$ cat config.mk
export PLATFORM = sky130hd
export DESIGN_NAME = mem_arbiter_nch
export DESIGN_NICKNAME = d
export VERILOG_FILES = /design/src/rtl/mem_arbiter_nch.sv
export SDC_FILE = /design/constraint.sdc
export NUM_CORES = 1
export LEC_CHECK = 0
export CORE_AREA = 2 2 423 425
export CTS_CLUSTER_SIZE = 10
export DETAILED_ROUTE_END_ITERATION = 8
export DIE_AREA = 0 0 425 427
export PLACE_DENSITY = 0.3
export SYNTH_ARGS = -nofsm -noshare
export SYNTH_HDL_FRONTEND = slang
export SYNTH_SLANG_ARGS = --single-unit
$ cat constraint.sdc
create_clock -name clk_i -period 2.5 [get_ports clk_i]
set_input_delay 0.5 -clock clk_i [delete_from_list [all_inputs] [get_ports clk_i]]
set_output_delay 0.5 -clock clk_i [all_outputs]
set_load 0.02 [all_outputs]
$ cat src/rtl/mem_arbiter_nch.sv
// mem_arbiter_nch: N-channel round-robin/fixed-priority arbiter for one memory port, with per-channel kill, drain and timeout.
module mem_arbiter_nch #(
    parameter int NUM_REQ = 4,
    parameter int ADDR_W  = 32,
    parameter int DATA_W  = 128,
    parameter int RR_MODE = 1,
    parameter int TIMEOUT = 240
) (
    input  logic                        clk_i,
    input  logic                        rst_i,
    input  logic [NUM_REQ-1:0]          req_i,
    input  logic [NUM_REQ*ADDR_W-1:0]   addr_i,
    input  logic [NUM_REQ*DATA_W-1:0]   wdata_i,
    input  logic [NUM_REQ-1:0]          wen_i,
    input  logic [NUM_REQ-1:0]          kill_i,
    output logic [NUM_REQ-1:0]          ack_o,
    output logic [DATA_W-1:0]           rdata_o,
    output logic                        mem_req_o,
    output logic [ADDR_W-1:0]           mem_addr_o,
    output logic [DATA_W-1:0]           mem_wdata_o,
    output logic                        mem_wen_o,
    input  logic                        mem_ack_i,
    input  logic [DATA_W-1:0]           mem_rdata_i,
    output logic [$clog2(NUM_REQ)-1:0]  grant_id_o,
    output logic                        busy_o,
    output logic                        timeout_o
);
    localparam int ID_W  = $clog2(NUM_REQ);
    localparam int CNT_W = $clog2(TIMEOUT);
    typedef enum logic [1:0] {IDLE, BUSY, DRAIN} state_t;
    state_t state, state_n;
    logic [ID_W-1:0]    last, last_n, gid_n, win;
    logic [NUM_REQ-1:0] mask, mask_n, elig;
    logic [CNT_W-1:0]   cnt, cnt_n;
    logic               req_n, wen_n, kill_g, done;
    logic [ADDR_W-1:0]  addr_n;
    logic [DATA_W-1:0]  wdata_n;
    function automatic logic [ID_W-1:0] slot(input logic [ID_W-1:0] l, input int i);
        return ID_W'((RR_MODE != 0) ? (int'(l) + 1 + i) % NUM_REQ : i);
    endfunction
    // Walk the search order backwards so the earliest eligible slot is written last.
    always_comb begin
        elig = req_i & ~mask;
        win  = '0;
        for (int i = NUM_REQ - 1; i >= 0; i--)
            if (elig[slot(last, i)]) win = slot(last, i);
    end
    assign busy_o = state != IDLE;
    always_comb begin
        kill_g    = kill_i[grant_id_o];
        state_n   = state;
        last_n    = last;
        mask_n    = '0;
        cnt_n     = cnt;
        req_n     = mem_req_o;
        addr_n    = mem_addr_o;
        wdata_n   = mem_wdata_o;
        wen_n     = mem_wen_o;
        gid_n     = grant_id_o;
        ack_o     = '0;
        rdata_o   = '0;
        timeout_o = 1'b0;
        done      = 1'b0;
        case (state)
            IDLE: if (|elig) begin
                state_n = BUSY;
                req_n   = 1'b1;
                gid_n   = win;
                last_n  = win;
                addr_n  = addr_i[int'(win)*ADDR_W +: ADDR_W];
                wdata_n = wdata_i[int'(win)*DATA_W +: DATA_W];
                wen_n   = wen_i[win];
            end
            BUSY: if (kill_g && mem_ack_i) begin
                done = 1'b1;
            end else if (kill_g) begin
                state_n = DRAIN;
                cnt_n   = '0;
            end else if (mem_ack_i) begin
                done              = 1'b1;
                ack_o[grant_id_o] = 1'b1;
                rdata_o           = mem_rdata_i;
            end
            DRAIN: if (mem_ack_i) begin
                done = 1'b1;
            end else if (cnt == CNT_W'(TIMEOUT - 1)) begin
                done      = 1'b1;
                timeout_o = 1'b1;
            end else begin
                cnt_n = cnt + 1'b1;
            end
            default: state_n = IDLE;
        endcase
        // The served channel sits out the single IDLE cycle that follows.
        if (done) begin
            state_n            = IDLE;
            req_n              = 1'b0;
            mask_n[grant_id_o] = 1'b1;
        end
    end
    always_ff @(posedge clk_i) begin
        if (rst_i) begin
            state       <= IDLE;
            last        <= ID_W'(NUM_REQ - 1);
            mask        <= '0;
            cnt         <= '0;
            mem_req_o   <= 1'b0;
            mem_addr_o  <= '0;
            mem_wdata_o <= '0;
            mem_wen_o   <= 1'b0;
            grant_id_o  <= '0;
        end else begin
            state       <= state_n;
            last        <= last_n;
            mask        <= mask_n;
            cnt         <= cnt_n;
            mem_req_o   <= req_n;
            mem_addr_o  <= addr_n;
            mem_wdata_o <= wdata_n;
            mem_wen_o   <= wen_n;
            grant_id_o  <= gid_n;
        end
    end
endmodule

Yosys cells after proc, flatten, opt, wreduce, memory -nomap -nowiden
Index checks and enable logic that the tools add are counted.
W data, S select, Z words.
- word-level logic and storage cells: 89
- bits in registers: 180
- input bits: 783
- output and inout bits: 298
- equality and inequality tests: 8
- order comparisons: 7
- shift operators: 2
- multiplexer cells: 43
- add/subtract/negate cells: 5
- bitwise gates (word level): 4
- reductions and logical operators: 11
- operator list (kind ; count):
    $mux W128 ; 4
    $shiftx A512 B10 Y128 ; 1
    $shiftx A128 B8 Y32 ; 1
    $mux W8 ; 4
    $lt A2 B3 Y1 const B ; 6
    $mux W4 ; 4
    $pmux W8 S2 ; 1
    $mux W1 ; 14
    $mux W2 ; 7
    $bmux W1 S2 ; 6
    $ne A2 B2 Y1 const B ; 5
    $add A8 B1 Y8 const B ; 1
    $eq A8 B8 Y1 const B ; 1
    $pmux W2 S3 ; 1
    $reduce_and A5 Y1 ; 1
    $add A2 B1 Y2 const B ; 2
    $add A2 B2 Y2 const B ; 2
    $and A4 B4 Y4 ; 1
    $not A4 Y4 ; 1
    $reduce_and A4 Y1 ; 1
    $reduce_bool A2 Y1 ; 2
    $reduce_or A2 Y1 ; 2
    $reduce_or A4 Y1 ; 1
    $demux W1 S2 ; 1
    other kinds (8) ; 10

Depth between registers and ports, before layout
Gate-level depths: netlist (run 1).
- depth in word-level cells: 10
- gate-level depth with buffers: 8
- mapped depth without buffers: 7

Worst setup path before layout (run 1)
No wires, ideal clock.
- path kind: reg-to-output
- from: reg grant_id_o[0]
- to: out rdata_o[100]
- buffers on the path: 3
- data arrival time: 1.983 ns
- setup slack: 0.017 ns
- data required time: 2.000 ns
- cell stages (with the launch flop): 7
- cells stage by stage: dfxtp_1 buf_2 mux4_2 nor2_1 buf_2 clkbuf_1 and2_1
- word-level cells in the longest chain between the ends: 5
- elaborated cells on any way between the ends: 6
- those cells by class: 5 x mux; 1 x reduce/logical
- ends and longest elaborated chain (element ; line ; source):
    start, declared ; 24 ; output logic [$clog2(NUM_REQ)-1:0] grant_id_o,
    start signal, assigned ; 121 ; grant_id_o <= gid_n;
    $bmux W1 S2 (*) ; 50 ; kill_g = kill_i[grant_id_o];
    $mux W1 (not written as such) (*) ; 50 ;
    $mux W128 or $logic_and A1 B1 Y1 (tied branches) ; 76, 74 ;
    $mux W128 (*) ; 74 ; BUSY: if (kill_g && mem_ack_i) begin
    $mux W128 (*) ; 64 ; case (state)
    end, declared ; 17 ; output logic [DATA_W-1:0] rdata_o,
Mark *: on every way between the ends. The rest lies on a longest branch, timed or not. The select of a mux whose other input is x is not followed.

Worst setup path after layout (run 1)
- from: in kill_i[2]
- to: out rdata_o[74]
- word-level cells in the longest chain between the ends: 5
- elaborated cells on any way between the ends: 6
- those cells by class: 5 x mux; 1 x reduce/logical
- ends and longest elaborated chain (element ; line ; source):
    start, declared ; 15 ; input logic [NUM_REQ-1:0] kill_i,
    $bmux W1 S2 (*) ; 50 ;
    $mux W1 (not written as such) (*) ; 50 ;
    $mux W128 or $logic_and A1 B1 Y1 (tied branches) ; 76, 74 ;
    $mux W128 (*) ; 74 ;
    $mux W128 (*) ; 64 ;
Marked as above.

==> results.py, run 1 <==
metrics = {
    "outcome": {
        "status": "finished, violations left",
        "violations": "setup timing",
    },
    "pwr": {
        "powerDensity_mw_per_mm2": 943,
        "design_power_total_mw": 26.7,
        "ir_worst_vdd_mv": 0.469,
        "leakagePower_nw": 10.8,
    },
    "sta": {
        "setup_ws_ns": -0.288,
        "max_slew.worst_pin.slew_ns": 0.701,
        "hold_violations": 0,
        "drv_slew": 0,
        "setup_violations": 129,
        "period_share": 1.12,
        "period_needed_ns": 2.79,
        "timing.hold.ws_ns": 0.456,
        "finalClockSkew_ns": 0.0359,
        "max-slew-margin-rel": 0.530,
        "clock.fmax_ghz": 0.359,
        "rsz0062_at_grt": "yes",
    },
    "layout": {
        "area_growth_pct": 127,
        "nets": 3497,
        "fillers": 20200,
        "drive_gt1_frac": 0.173,
        "layoutNonFillerInstCount": 5084,
    },
    "placed_design": {
        "dp_hpwl_um": 105000,
        "portBuffers": 1080,
        "dp_cells": 5035,
        "gp_congestion": 0.831,
    },
    "setup_path": {
        "max_stage_delay_ns": 0.52,
        "cp-startpoint": "kill_i[2]",
        "timing.rr.start": "last[0]",
        "end_kind": "output pin",
        "cp_slowest_cell": "mux4_2",
        "required_ns": 2.00,
        "path_common_cell": "clkbuf_16",
        "crit_fanout": 6,
        "worstSetupPathType": "in2out",
        "cp-start-kind": "input port",
        "crit_arrival_ns": 2.29,
        "path_cells": "clkdlybuf4s50_1, mux4_2, nor2_4, buf_12, clkbuf_16, clkbuf_16, and2_4, buf_6",
    },
    "worst_hold_path": {
        "worstHoldStart": "mem_wdata_o[31]",
        "min_path_type": "reg2reg",
    },
    "synth": {
        "synth_fp_nets": 2363,
        "yosysWarnings": 0,
        "syn_area_mm2": 0.0125,
        "syn_avg_cell_area_um2": 7.94,
        "synth_flop_cell": "dfxtp_1",
        "ys_seq_area_frac": 0.288,
        "ys_types": 47,
        "syn_inst": 1576,
        "synthArstFlopShare": 0,
        "synth_edf_count": 0,
        "synth_seq_cells": 180,
    },
    "floorplan": {
        "dieArea_mm2": 0.181,
        "die_h_um": 427,
        "initial_core_util": 0.0706,
        "die_x_um": 425,
        "core_region_area_mm2": 0.177,
        "io-pin-count": 1081,
        "rows": 155,
    },
    "route": {
        "vias": 17500,
        "postRouteAntennaNets": 0,
        "viasPerCell": 3.45,
        "wl_per_cell_um": 24.9,
        "drt-total-wl_um": 127000,
        "remaining_drc_errors": 0,
        "dr.pass1.iters": 4,
        "initialDrtViolationCount": 737,
    },
    "clock_network": {
        "clockRootBuffer": "clkbuf_16",
        "clkTransAtPathRegs_ns": 0.09,
        "htree_levels": 4,
        "cts-buffers-inserted": 17,
        "clockBufferDepth": 2,
        "clkLatencyLatePin_ns": 0.57,
        "tritoncts": "yes",
        "clock_sinks": 180,
    },
    "global_route": {
        "grt_overflow": 0,
        "grt_max_degree": 88,
        "antenna_found_initial": 68,
        "grt_pass1_wl_um": 164000,
        "gr-usage-all-layers": 0.132,
        "grt_pass1_vias": 18100,
    },
    "job": {
        "cap_violations": 0,
    },
}
[through the flow]
stage | setup TNS [ns] | util | setup slack (ns) | area [um2]
final | -30.12 | 0.160 | -0.288 | 28300
after global placement | -141.39 | 0.156 | -0.696 | 27700
after floorplan | 0 | - | 0.0172 | 12500
after global routing | -43.29 | 0.160 | -0.378 | 28300
after detailed placement | -146.83 | 0.156 | -0.711 | 27700
after CTS | -76.89 | 0.159 | -0.776 | 28200
[metal layers]
layer	up-vias	wire length, um	share of wire	GRT usage
li1	8246	-	-	-
met2	621	65700	0.52	0.241
met3	157	7780	0.061	0.0378
met4	48	2530	0.020	0.0293
met5	-	307	0.0024	0
met1	8473	50500	0.40	0.152
[cell usage in the layout (no fill, tap or decap), types with 3 or more instances in the layout]
cell | netlist | final
nor2_1 | 5 | 4
a211oi_1 | 322 | 322
clkbuf_2 | 1 | 59
buf_2 | 91 | 6
clkdlybuf4s50_1 | 0 | 943
clkinvlp_4 | 0 | 3
nor2b_1 | 3 | 3
and2_1 | 128 | 84
and2_4 | 0 | 44
nor3_1 | 6 | 5
buf_12 | 0 | 58
o21ai_0 | 3 | 3
o32ai_1 | 165 | 165
inv_8 | 0 | 4
nand2b_1 | 6 | 5
or3_1 | 11 | 10
buf_4 | 7 | 198
clkbuf_16 | 0 | 19
and3_1 | 323 | 323
inv_6 | 0 | 6
nand2_1 | 5 | 5
a21oi_1 | 8 | 8
mux2i_1 | 3 | 3
dfxtp_1 | 180 | 178
ha_1 | 4 | 3
buf_6 | 2 | 43
inv_1 | 173 | 173
diode_2 | 0 | 6
[final timing paths]
kind	endpoint	slack, ns	cells after the start
worst max-delay path	rdata_o[74]	-0.29	8
worst min-delay path	mem_wdata_o[31]	0.46	2
worst max register to register	mem_wdata_o[58]	0.10	9
worst min register to register	mem_wdata_o[31]	0.46	2
[sequential cells by signal (all words and copies together), names as in the netlist]
| name | flops |
|---|---|
| cnt | 8 |
| grant_id_o | 2 |
| last | 2 |
| mask | 4 |
| mem_addr_o | 32 |
| mem_req_o | 1 |
| mem_wdata_o | 128 |
| mem_wen_o | 1 |
| state | 2 |
[synthesized netlist by cell type, types with 2 or more instances]
library cell / n / area [um2]
and3_1: 323 / 2020
a211oi_1: 322 / 2420
dfxtp_1: 180 / 3600
inv_1: 173 / 649
o32ai_1: 165 / 1450
and2_1: 128 / 801
clkbuf_1: 95 / 357
buf_2: 91 / 455
or3_1: 11 / 68.8
a21oi_1: 8 / 40.0
buf_4: 7 / 52.6
nand2b_1: 6 / 37.5
nor3_1: 6 / 30.0
nand2_1: 5 / 18.8
nor2_1: 5 / 18.8
ha_1: 4 / 50.1
mux2i_1: 3 / 30.0
nand3_1: 3 / 15.0
nor2b_1: 3 / 18.8
nor4_1: 3 / 18.8
o21ai_0: 3 / 15.0
a221oi_1: 2 / 17.5
and2b_1: 2 / 15.0
and2b_2: 2 / 17.5
buf_6: 2 / 22.5
o21a_1: 2 / 15.0
o32ai_2: 2 / 32.5
[where the power goes]
group	switching, mW	internal, mW
sequential	0.778	4.22
combinational	10.0	8.50
clock	1.78	1.42
[critical path, delay by kind of cell]
family                 cells  cell delay (ns)
buffers and inverters      5             0.99
muxes                      1             0.52
and+or+nand+nor            2             0.26
[repair_timing]
item / in CTS / in global routing
buffers inserted: 0 / 5
pin swaps: 0 / 9
gates cloned: 0 / 6
setup endpoints to repair: 132 / 133
gates resized for setup: 163 / 283
hold buffers: 0 / 0
[cells by family (layout without fill, tap and decap cells)]
family | after synthesis | in the layout | synth area share
buffers and inverters | 369 | 1516 | 0.123
other | 0 | 6 | 0
AOI/OAI and AO/OA | 514 | 514 | 0.328
muxes | 4 | 4 | 0.00420
DFF | 180 | 180 | 0.288
adders and majority gates | 4 | 4 | 0.00400
and+or+nand+nor | 505 | 505 | 0.253
[cell type report]
class / count / area [um2] / share of cell area
Antenna cell: 6 / 15.0 / 0.000530
Clock buffer: 17 / 425 / 0.0150
Clock inverter: 15 / 155 / 0.00547
Inverter: 173 / 649 / 0.0229
Multi-Input combinational cell: 1027 / 7570 / 0.267
Sequential cell: 180 / 3610 / 0.127
Tap cell: 2355 / 2950 / 0.104
Timing Repair Buffer: 1311 / 13000 / 0.458
No activity file was read; power rests on OpenSTA's default activity.
==> run 2: changes to the inputs <==
Settings changed: CAP_MARGIN set to 40.
==> results of run 2 <==
Final layout, timing and power as in run 1 (identical DEF).
==> run 3: changes to the inputs <==
Settings changed: ABC_CLOCK_PERIOD_IN_PS set to 2500, SLEW_MARGIN set to 20.
==> results of run 3 <==
Final layout, timing and power as in run 1 (identical DEF).
